### src/rtl/rx_byte_assembler_if.sv
// rtl/rx_byte_assembler_if.sv - received-byte handshake bundle between assembler and consumer
interface rx_byte_assembler_if #(
    parameter int DATA_BITS = 8
);
    logic [DATA_BITS-1:0] rx_data;
    logic                 data_ready;
    logic                 data_read;
    logic                 framing_error;
    logic                 overrun_error;

    modport master (
        output rx_data,
        output data_ready,
        output framing_error,
        output overrun_error,
        input  data_read
    );

    modport slave (
        input  rx_data,
        input  data_ready,
        input  framing_error,
        input  overrun_error,
        output data_read
    );
endinterface

### src/rtl/rx_byte_assembler.sv
// rtl/rx_byte_assembler.sv - serial frame receiver: start detect, LSB-first shift, stop check, ready/read handshake
module rx_byte_assembler #(
    parameter int DATA_BITS = 8
) (
    input  logic clk,
    input  logic n_rst,
    input  logic serial_in,
    input  logic bit_strobe,
    output logic div_enable,
    rx_byte_assembler_if.master rx
);
    localparam int CW = $clog2(DATA_BITS + 1);

    typedef enum logic [2:0] {
        IDLE,
        START,
        DATA,
        STOP,
        LOAD
    } state_t;

    state_t               state_q;
    state_t               state_d;
    logic                 sync1;
    logic                 s_in;
    logic                 s_prev;
    logic [DATA_BITS-1:0] shift_q;
    logic [DATA_BITS-1:0] shift_next;
    logic [CW-1:0]        bit_cnt_q;
    logic                 stop_bad_q;
    logic [DATA_BITS-1:0] rx_data_q;
    logic                 data_ready_q;
    logic                 framing_error_q;
    logic                 overrun_error_q;

    assign rx.rx_data       = rx_data_q;
    assign rx.data_ready    = data_ready_q;
    assign rx.framing_error = framing_error_q;
    assign rx.overrun_error = overrun_error_q;

    // New bit enters at the MSB so the first bit received ends up in bit 0.
    generate
        if (DATA_BITS == 1) begin : g_shift_one
            assign shift_next = s_in;
        end else begin : g_shift_many
            assign shift_next = {s_in, shift_q[DATA_BITS-1:1]};
        end
    endgenerate

    // Two-flop synchroniser plus a history flop; resets to idle-high so reset release cannot look like a start.
    always_ff @(posedge clk or negedge n_rst) begin
        if (!n_rst) begin
            sync1  <= 1'b1;
            s_in   <= 1'b1;
            s_prev <= 1'b1;
        end else begin
            sync1  <= serial_in;
            s_in   <= sync1;
            s_prev <= s_in;
        end
    end

    // State register.
    always_ff @(posedge clk or negedge n_rst) begin
        if (!n_rst) begin
            state_q <= IDLE;
        end else begin
            state_q <= state_d;
        end
    end

    // Next-state and Moore divider enable; strobes only matter while the divider runs.
    always_comb begin
        state_d    = state_q;
        div_enable = 1'b0;
        case (state_q)
            IDLE: begin
                if (s_prev && !s_in) begin
                    state_d = START;
                end
            end
            START: begin
                div_enable = 1'b1;
                if (bit_strobe) begin
                    state_d = s_in ? IDLE : DATA;
                end
            end
            DATA: begin
                div_enable = 1'b1;
                if (bit_strobe && (bit_cnt_q == CW'(DATA_BITS - 1))) begin
                    state_d = STOP;
                end
            end
            STOP: begin
                div_enable = 1'b1;
                if (bit_strobe) begin
                    state_d = LOAD;
                end
            end
            LOAD: begin
                state_d = IDLE;
            end
            default: begin
                state_d = IDLE;
            end
        endcase
    end

    // Frame datapath: bit counter, shift register and stop-bit capture.
    always_ff @(posedge clk or negedge n_rst) begin
        if (!n_rst) begin
            shift_q    <= '0;
            bit_cnt_q  <= '0;
            stop_bad_q <= 1'b0;
        end else begin
            if (state_q == IDLE && state_d == START) begin
                bit_cnt_q <= '0;
            end
            if (state_q == DATA && bit_strobe) begin
                shift_q   <= shift_next;
                bit_cnt_q <= bit_cnt_q + CW'(1);
            end
            if (state_q == STOP && bit_strobe) begin
                stop_bad_q <= ~s_in;
            end
        end
    end

    // Consumer-facing registers: LOAD publishes the frame and takes priority over a coincident read.
    always_ff @(posedge clk or negedge n_rst) begin
        if (!n_rst) begin
            rx_data_q       <= '0;
            data_ready_q    <= 1'b0;
            framing_error_q <= 1'b0;
            overrun_error_q <= 1'b0;
        end else if (state_q == LOAD) begin
            rx_data_q       <= shift_q;
            framing_error_q <= stop_bad_q;
            data_ready_q    <= 1'b1;
            if (data_ready_q && !rx.data_read) begin
                overrun_error_q <= 1'b1;
            end
        end else if (rx.data_read) begin
            data_ready_q    <= 1'b0;
            overrun_error_q <= 1'b0;
        end
    end
endmodule

### src/flat_wrapper.sv
// flat-port wrapper written by rule: the top's interface ports become plain ports
module rx_byte_assembler_flat 
#(
    parameter int DATA_BITS = 8
)
  (clk, n_rst, serial_in, bit_strobe, div_enable, rx_rx_data, rx_data_ready, rx_framing_error, rx_overrun_error, rx_data_read);
  rx_byte_assembler_if #(.DATA_BITS(DATA_BITS)) rx_i ();
  input  logic clk;
  input  logic n_rst;
  input  logic serial_in;
  input  logic bit_strobe;
  output logic div_enable;
  output wire logic [$bits(rx_i.rx_data)-1:0] rx_rx_data;
  output wire logic [$bits(rx_i.data_ready)-1:0] rx_data_ready;
  output wire logic [$bits(rx_i.framing_error)-1:0] rx_framing_error;
  output wire logic [$bits(rx_i.overrun_error)-1:0] rx_overrun_error;
  input wire logic [$bits(rx_i.data_read)-1:0] rx_data_read;
  assign rx_rx_data = rx_i.rx_data;
  assign rx_data_ready = rx_i.data_ready;
  assign rx_framing_error = rx_i.framing_error;
  assign rx_overrun_error = rx_i.overrun_error;
  assign rx_i.data_read = rx_data_read;
  rx_byte_assembler #(.DATA_BITS(DATA_BITS)) u_core (.clk(clk), .n_rst(n_rst), .serial_in(serial_in), .bit_strobe(bit_strobe), .div_enable(div_enable), .rx(rx_i));
endmodule
### config.mk
export PLATFORM = sky130hd
export DESIGN_NAME = rx_byte_assembler_flat
export DESIGN_NICKNAME = d
export VERILOG_FILES = /design/src/rtl/rx_byte_assembler_if.sv /design/src/rtl/rx_byte_assembler.sv /design/src/flat_wrapper.sv
export SDC_FILE = /design/constraint.sdc
export NUM_CORES = 1
export LEC_CHECK = 0
export ABC_AREA = 1
export CAP_MARGIN = 5
export CORE_ASPECT_RATIO = 0.5
export CORE_MARGIN = 8
export CORE_UTILIZATION = 49
export CTS_CLUSTER_DIAMETER = 50
export DETAILED_ROUTE_END_ITERATION = 10
export GPL_TIMING_DRIVEN = 0
export PLACE_DENSITY = 0.8
export RECOVER_POWER = 100
export SLEW_MARGIN = 25
export SYNTH_ARGS = -nofsm -noshare
export SYNTH_HDL_FRONTEND = slang
export SYNTH_SLANG_ARGS = --single-unit
### constraint.sdc
create_clock -name clk -period 2.65 [get_ports clk]
set_input_delay 0.265 -clock clk [delete_from_list [all_inputs] [get_ports clk]]
set_output_delay 0.265 -clock clk [all_outputs]
set_load 0.01 [all_outputs]
==> flow_summary.yaml, run 1 <==
status:
  status: "complete, but fails checks"
  violations: "capacitance limit, slew limit"
flow_run:
  drv_cap: 1
drt:
  via_per_inst: 4.84
  firstDrtPassIters: 4
  drc: 0
  drt-total-wl_um: 2330
  drtIter0Drc: 46
  ant_nets: 0
  num_vias: 925
  routedWlPerCell_um: 12.2
power:
  power_density_mw_per_mm2: 920
  leakage_nw: 0.748
  p_comb_share_pct: 27.6
  vdd_ir_drop_max_mv: 0.308
  clock_power_share_pct: 24.4
  p_int_mw: 0.920
  power_switching_mw: 0.463
  seqPwrFrac_pct: 48.0
  switching_share_pct: 33.5
cells_and_area:
  final_common_cell: "nand2_1"
  layout-area-overhead-vs-synth_pct: 17.1
  final_cell_mix: "nand2_1 (34), dfrtp_1 (27), o21ai_0 (16)"
  nets: 160
  drive_above_1_share_pct: 12.3
  antenna_cells: 0
clock_tree:
  cts_htree_levels: 2
  post_cts_buffers: 0
  root_buffer: "clkbuf_8"
  ctsHoldBuffers: 0
  clk_latency_ns: 0.28
  path_clk_slew_ns: 0.06
  cts_tree: "built"
  clock_sinks: 30
  cts_resized: 0
  cts_buffers: 5
  cts_max_path_buffers: 2
synth:
  ys.flop_type: "dfrtp_1"
  async_reset_ff_share_pct: 100
  yosysSeqAreaShare_pct: 58.8
  synth_xor_area_share_pct: 0
  ys_ff_latch: 30
  yosysWarnings: 0
  avgSynthCellArea_um2: 9.80
  yosysUniqueCellTypes: 21
  yosys.area_share.simple_pct: 21.5
  synth-adder-area-share_pct: 0.975
  synth_edf_count: 0
  synth_top_family_by_area: "simple AND/OR/NAND/NOR gates"
  syn_nets: 137
  synthCells: 131
  synth_compound_area_share_pct: 10.8
  synth.cell_area_mm2: 0.00128
  synthMuxAreaShare_pct: 0
setup_path:
  worstSetupStartpointType: "flip-flop"
  worstPathRequired_ns: 2.38
  slowest_stage: "dlygate4sd3_1"
  worstSetupEndpointType: "output port"
  crit_chain: "inv_2 -> a21oi_1 -> dlygate4sd3_1"
  crit_fanout: 6
  arrival_ns: 1.52
  crit_buf_inv: 2
  cpPeakStageDelay_ns: 0.61
  path_delay_family: "buffers and inverters"
  reg2regPathDepth: 5
  crit_cells: 3
  crit_type: "reg -> out"
place:
  place_congestion: 0.786
  dp_hpwl_um: 1680
  numPortBuffers: 16
global_route:
  grt_antenna_before_repair: 0
  grt_pass1_wl_um: 4090
  gr-usage-all-layers_pct: 12.1
  grt-ovfl-total: 0
  grt_max_degree: 31
  grt_pass1_vias: 877
timing:
  hold_violations: 0
  max_freq_mhz: 559
  slew_headroom_pct: -1.53
  setup-violations-final: 0
  min_period_ns: 1.79
  worst_hold_slack_ns: 0.354
  worst_pin_slew_ns: 1.52
  rsz0062_at_grt: "no"
  finClkSkew_ns: 0.00513
  post-route-period-util_pct: 67.4
  tns_ns: 0
  drv_slew: 31
die:
  initial_utilization_pct: 50.6
  die_area_mm2: 0.00461
  core-area_mm2: 0.00254
  ios: 17
  rows: 13
  die_width_um: 88.4
  die_h_um: 52.2
hold_path:
  hold_path_class: "in -> async"
==> path summary, 6_finish.rpt <==
kind / startpoint / to / slack [ns]
max reg2reg: u_core.state_q[0] / u_core.rx.overrun_error / 1.27
min reg2reg: u_core.sync1 / u_core.s_in / 0.36
min: n_rst / u_core.rx.rx_data[1] / 0.35
min in group clk: u_core.sync1 / u_core.s_in / 0.36
max: u_core.state_q[0] / div_enable / 0.86
max in group asynchronous: n_rst / u_core.rx.rx_data[7] / 1.41
==> sequential cells by signal, summed over array words and instances, names as in the netlist <==
register                 cells
u_core.rx.overrun_error      1
u_core.stop_bad_q            1
u_core.bit_cnt_q             4
u_core.rx.data_ready         1
u_core.rx.framing_error      1
u_core.rx.rx_data            8
u_core.s_prev                1
u_core.s_in                  1
u_core.state_q               3
u_core.sync1                 1
u_core.shift_q               8
==> power groups by stage <==
stage | registers (mW) | clock network, mW | logic (mW)
after floorplan | 0.674 | 0 | 0.288
after global placement | 0.664 | 0 | 0.451
after detailed placement | 0.673 | 0 | 0.469
after CTS | 0.668 | 0.345 | 0.470
after global routing | 0.681 | 0.366 | 0.444
final | 0.664 | 0.337 | 0.382
==> kinds of logic after synthesis <==
| logic type | count (synthesis) |
|---|---|
| adder cells (fa/ha/maj) | 1 |
| buffers and inverters | 19 |
| AND/OR/NAND/NOR | 60 |
| flip-flops | 30 |
| AO/OA/AOI/OAI | 21 |
==> cell usage after synthesis, types with 2 or more instances <==
library cell,count,share of area (%)
o21ai_2,8,5.5
o21ai_1,8,3.1
nand4_1,2,0.97
dfstp_2,3,6.1
inv_1,12,3.5
o21ai_0,3,1.2
inv_2,3,0.88
nor2_1,6,1.8
nand2_1,34,9.9
dfrtp_1,27,53
buf_6,4,3.5
nand3_1,12,4.7
==> routing by layer <==
metal / vias up / track usage, % / part of all wire, %
met1: 440 / 13.9 / 45
met3: 5 / 3.91 / 5.6
met5: - / 0 / 0
li1: 464 / - / -
met4: 0 / 8.31 / 2.4
met2: 16 / 19.2 / 47
==> layout make-up <==
type	instances	area [um^2]
flip-flops and latches	30	754
inverters	15	56.3
plain buffers	4	22.5
multi-input cells	82	390
fillers	225	1030
clock inverters	2	10.0
clock buffers	5	68.8
well taps	37	46.3
repair buffers	16	154
==> through the flow <==
step           cells  area (um^2)  total power, mW  setup slack, ns  util, %
2_1_floorplan    131         1280            0.962             1.54        -
3_3_place_gp     184         1490             1.12            0.835     58.7
3_5_place_dp     184         1490             1.14             1.17     58.5
4_1_cts          191         1560             1.48            0.860     61.6
5_1_grt          191         1500             1.49            0.776     59.2
6_report         191         1500             1.38            0.863     59.2
Note: power is estimated with default switching activity, not from simulation.
==> inputs of run 2 (changes only) <==
--- a/config.mk
+++ b/config.mk
@@ -9,11 +9,11 @@
 export CAP_MARGIN = 5
 export CORE_ASPECT_RATIO = 0.5
 export CORE_MARGIN = 8
-export CORE_UTILIZATION = 49
+export CORE_UTILIZATION = 48
 export CTS_CLUSTER_DIAMETER = 50
 export DETAILED_ROUTE_END_ITERATION = 10
 export GPL_TIMING_DRIVEN = 0
-export PLACE_DENSITY = 0.8
+export PLACE_DENSITY = 0.82
 export RECOVER_POWER = 100
 export SLEW_MARGIN = 25
 export SYNTH_ARGS = -nofsm -noshare
==> constraint.sdc (replaced) <==
create_clock -name clk -period 1.6 [get_ports clk]
set_input_delay 0.16 -clock clk [delete_from_list [all_inputs] [get_ports clk]]
set_output_delay 0.16 -clock clk [all_outputs]
set_load 0.01 [all_outputs]
==> flow_summary.yaml, run 2 (synthesis results as in run 1) <==
status:
  status: "completed"
drt:
  drt-total-wl_um: 2400
  via_per_inst: 4.91
  routedWlPerCell_um: 12.5
  ant_nets: 0
  firstDrtPassIters: 4
  drc: 0
  num_vias: 948
  drtIter0Drc: 72
power:
  power_density_mw_per_mm2: 1600
  power.total_mw: 2.48
  vdd_ir_drop_max_mv: 1.04
  leakage_nw: 0.777
die:
  ios: 17
  rows: 13
  die_h_um: 52.6
  die_area_mm2: 0.00469
  die_width_um: 89.1
  core-area_mm2: 0.00257
  initial_utilization_pct: 50.0
place:
  numPortBuffers: 16
  dp_hpwl_um: 1660
  place_congestion: 0.825
  dp_cells: 184
global_route:
  grt-ovfl-total: 0
  grt_pass1_vias: 920
  grt_antenna_before_repair: 0
  grt_max_degree: 31
  grt_pass1_wl_um: 4270
  gr-usage-all-layers_pct: 12.2
timing:
  worst_pin_slew_ns: 0.720
  hold_violations: 0
  post-route-period-util_pct: 89.2
  rsz0062_at_grt: "no"
  finClkSkew_ns: 0.00600
  setup-violations-final: 0
  min_period_ns: 1.43
  drv_slew: 0
  max_freq_mhz: 701
  slew_headroom_pct: 52.0
  worst_hold_slack_ns: 0.361
cells_and_area:
  nFillCells: 222
  layout-area-overhead-vs-synth_pct: 20.9
  fin_util_pct: 60.4
  drive_above_1_share_pct: 14.1
  finalNonFillerCells: 193
  final_common_cell: "nand2_1"
  antenna_cells: 0
  final_cell_mix: "nand2_1 (34), dfrtp_1 (27), o21ai_0 (14)"
  nets: 161
setup_path:
  crit_fanout: 2
  slowest_stage: "dlygate4sd3_1"
  crit_buf_inv: 1
  crit_type: "reg -> out"
  worstSetupStartpointType: "flip-flop"
  crit_chain: "dlygate4sd3_1"
  crit_cells: 1
  arrival_ns: 1.27
  reg2regPathDepth: 5
  path_delay_family: "buffers and inverters"
  worstSetupEndpointType: "output port"
  cpPeakStageDelay_ns: 0.61
  worstPathRequired_ns: 1.44
clock_tree:
  clock_sinks: 30
  cts_buffers: 5
  root_buffer: "clkbuf_8"
  path_clk_slew_ns: 0.06
  cts_tree: "built"
  cts_htree_levels: 2
  post_cts_buffers: 0
  cts_max_path_buffers: 2
  clk_latency_ns: 0.28
flow_run:
  drv_cap: 0
hold_path:
  hold_path_depth: 0
  hold_path_class: "reg -> reg"
## run 2: changes by cell type in the layout (fill, tap and decap cells not counted), moves of 2 or more
cell and delta:
clkbuf_2 +4, clkbuf_1 -4, o21ai_1 +2, o21ai_0 -2
## run 2: final timing paths
check / endpoint / slack (ns) / start
max: rx_rx_data[1] / 0.17 / u_core.rx.rx_data[1]
max in group asynchronous: u_core.rx.data_ready / 0.68 / n_rst
min reg2reg: u_core.s_in / 0.36 / u_core.sync1
max reg2reg: u_core.shift_q[4] / 0.23 / u_core.state_q[2]
min: u_core.s_in / 0.36 / u_core.sync1
min in group asynchronous: u_core.rx.rx_data[7] / 0.46 / n_rst
## run 2: through the flow
stage	setup WS [ns]	instance area [um^2]	setup TNS, ns
global placement	-0.104	1490	-2.77
finish	0.173	1550	0
detailed placement	0.190	1490	0
floorplan	0.486	1280	0
global route	0.113	1550	0
CTS	0.209	1600	0
## run 2: cell type report
type	count	area, um^2	area share, %
inverter	15	56.3	3.63
tap	37	46.3	2.98
multi-input combinational	82	395	25.5
buffer	4	26.3	1.69
sequential	30	754	48.6
clock buffer	5	68.8	4.44
clock inverter	3	40.0	2.58
timing repair buffer	17	164	10.6
## run 2: what timing repair did
| action | 4_1_cts | 5_1_grt |
|---|---|---|
| hold buffers | 1 | 0 |
| setup endpoints to repair | 1 | 0 |
| endpoints found under the hold margin | 27 | 0 |
| resized for setup | 2 | 0 |
## run 2: report_power, final
part	internal (mW)	leakage, nW	switching (mW)
sequential	0.964	0.395	0.132
combinational	0.268	0.323	0.369
clock	0.458	0.0579	0.287
total	1.69	0.777	0.788
## run 2: layer usage
layer / share of wire [%] / track usage, % / wire (um)
met2: 45 / 19.0 / 1090
met1: 48 / 13.7 / 1150
met4: 2.0 / 7.90 / 48
met3: 4.7 / 5.16 / 113
met5: 0 / 0 / 0
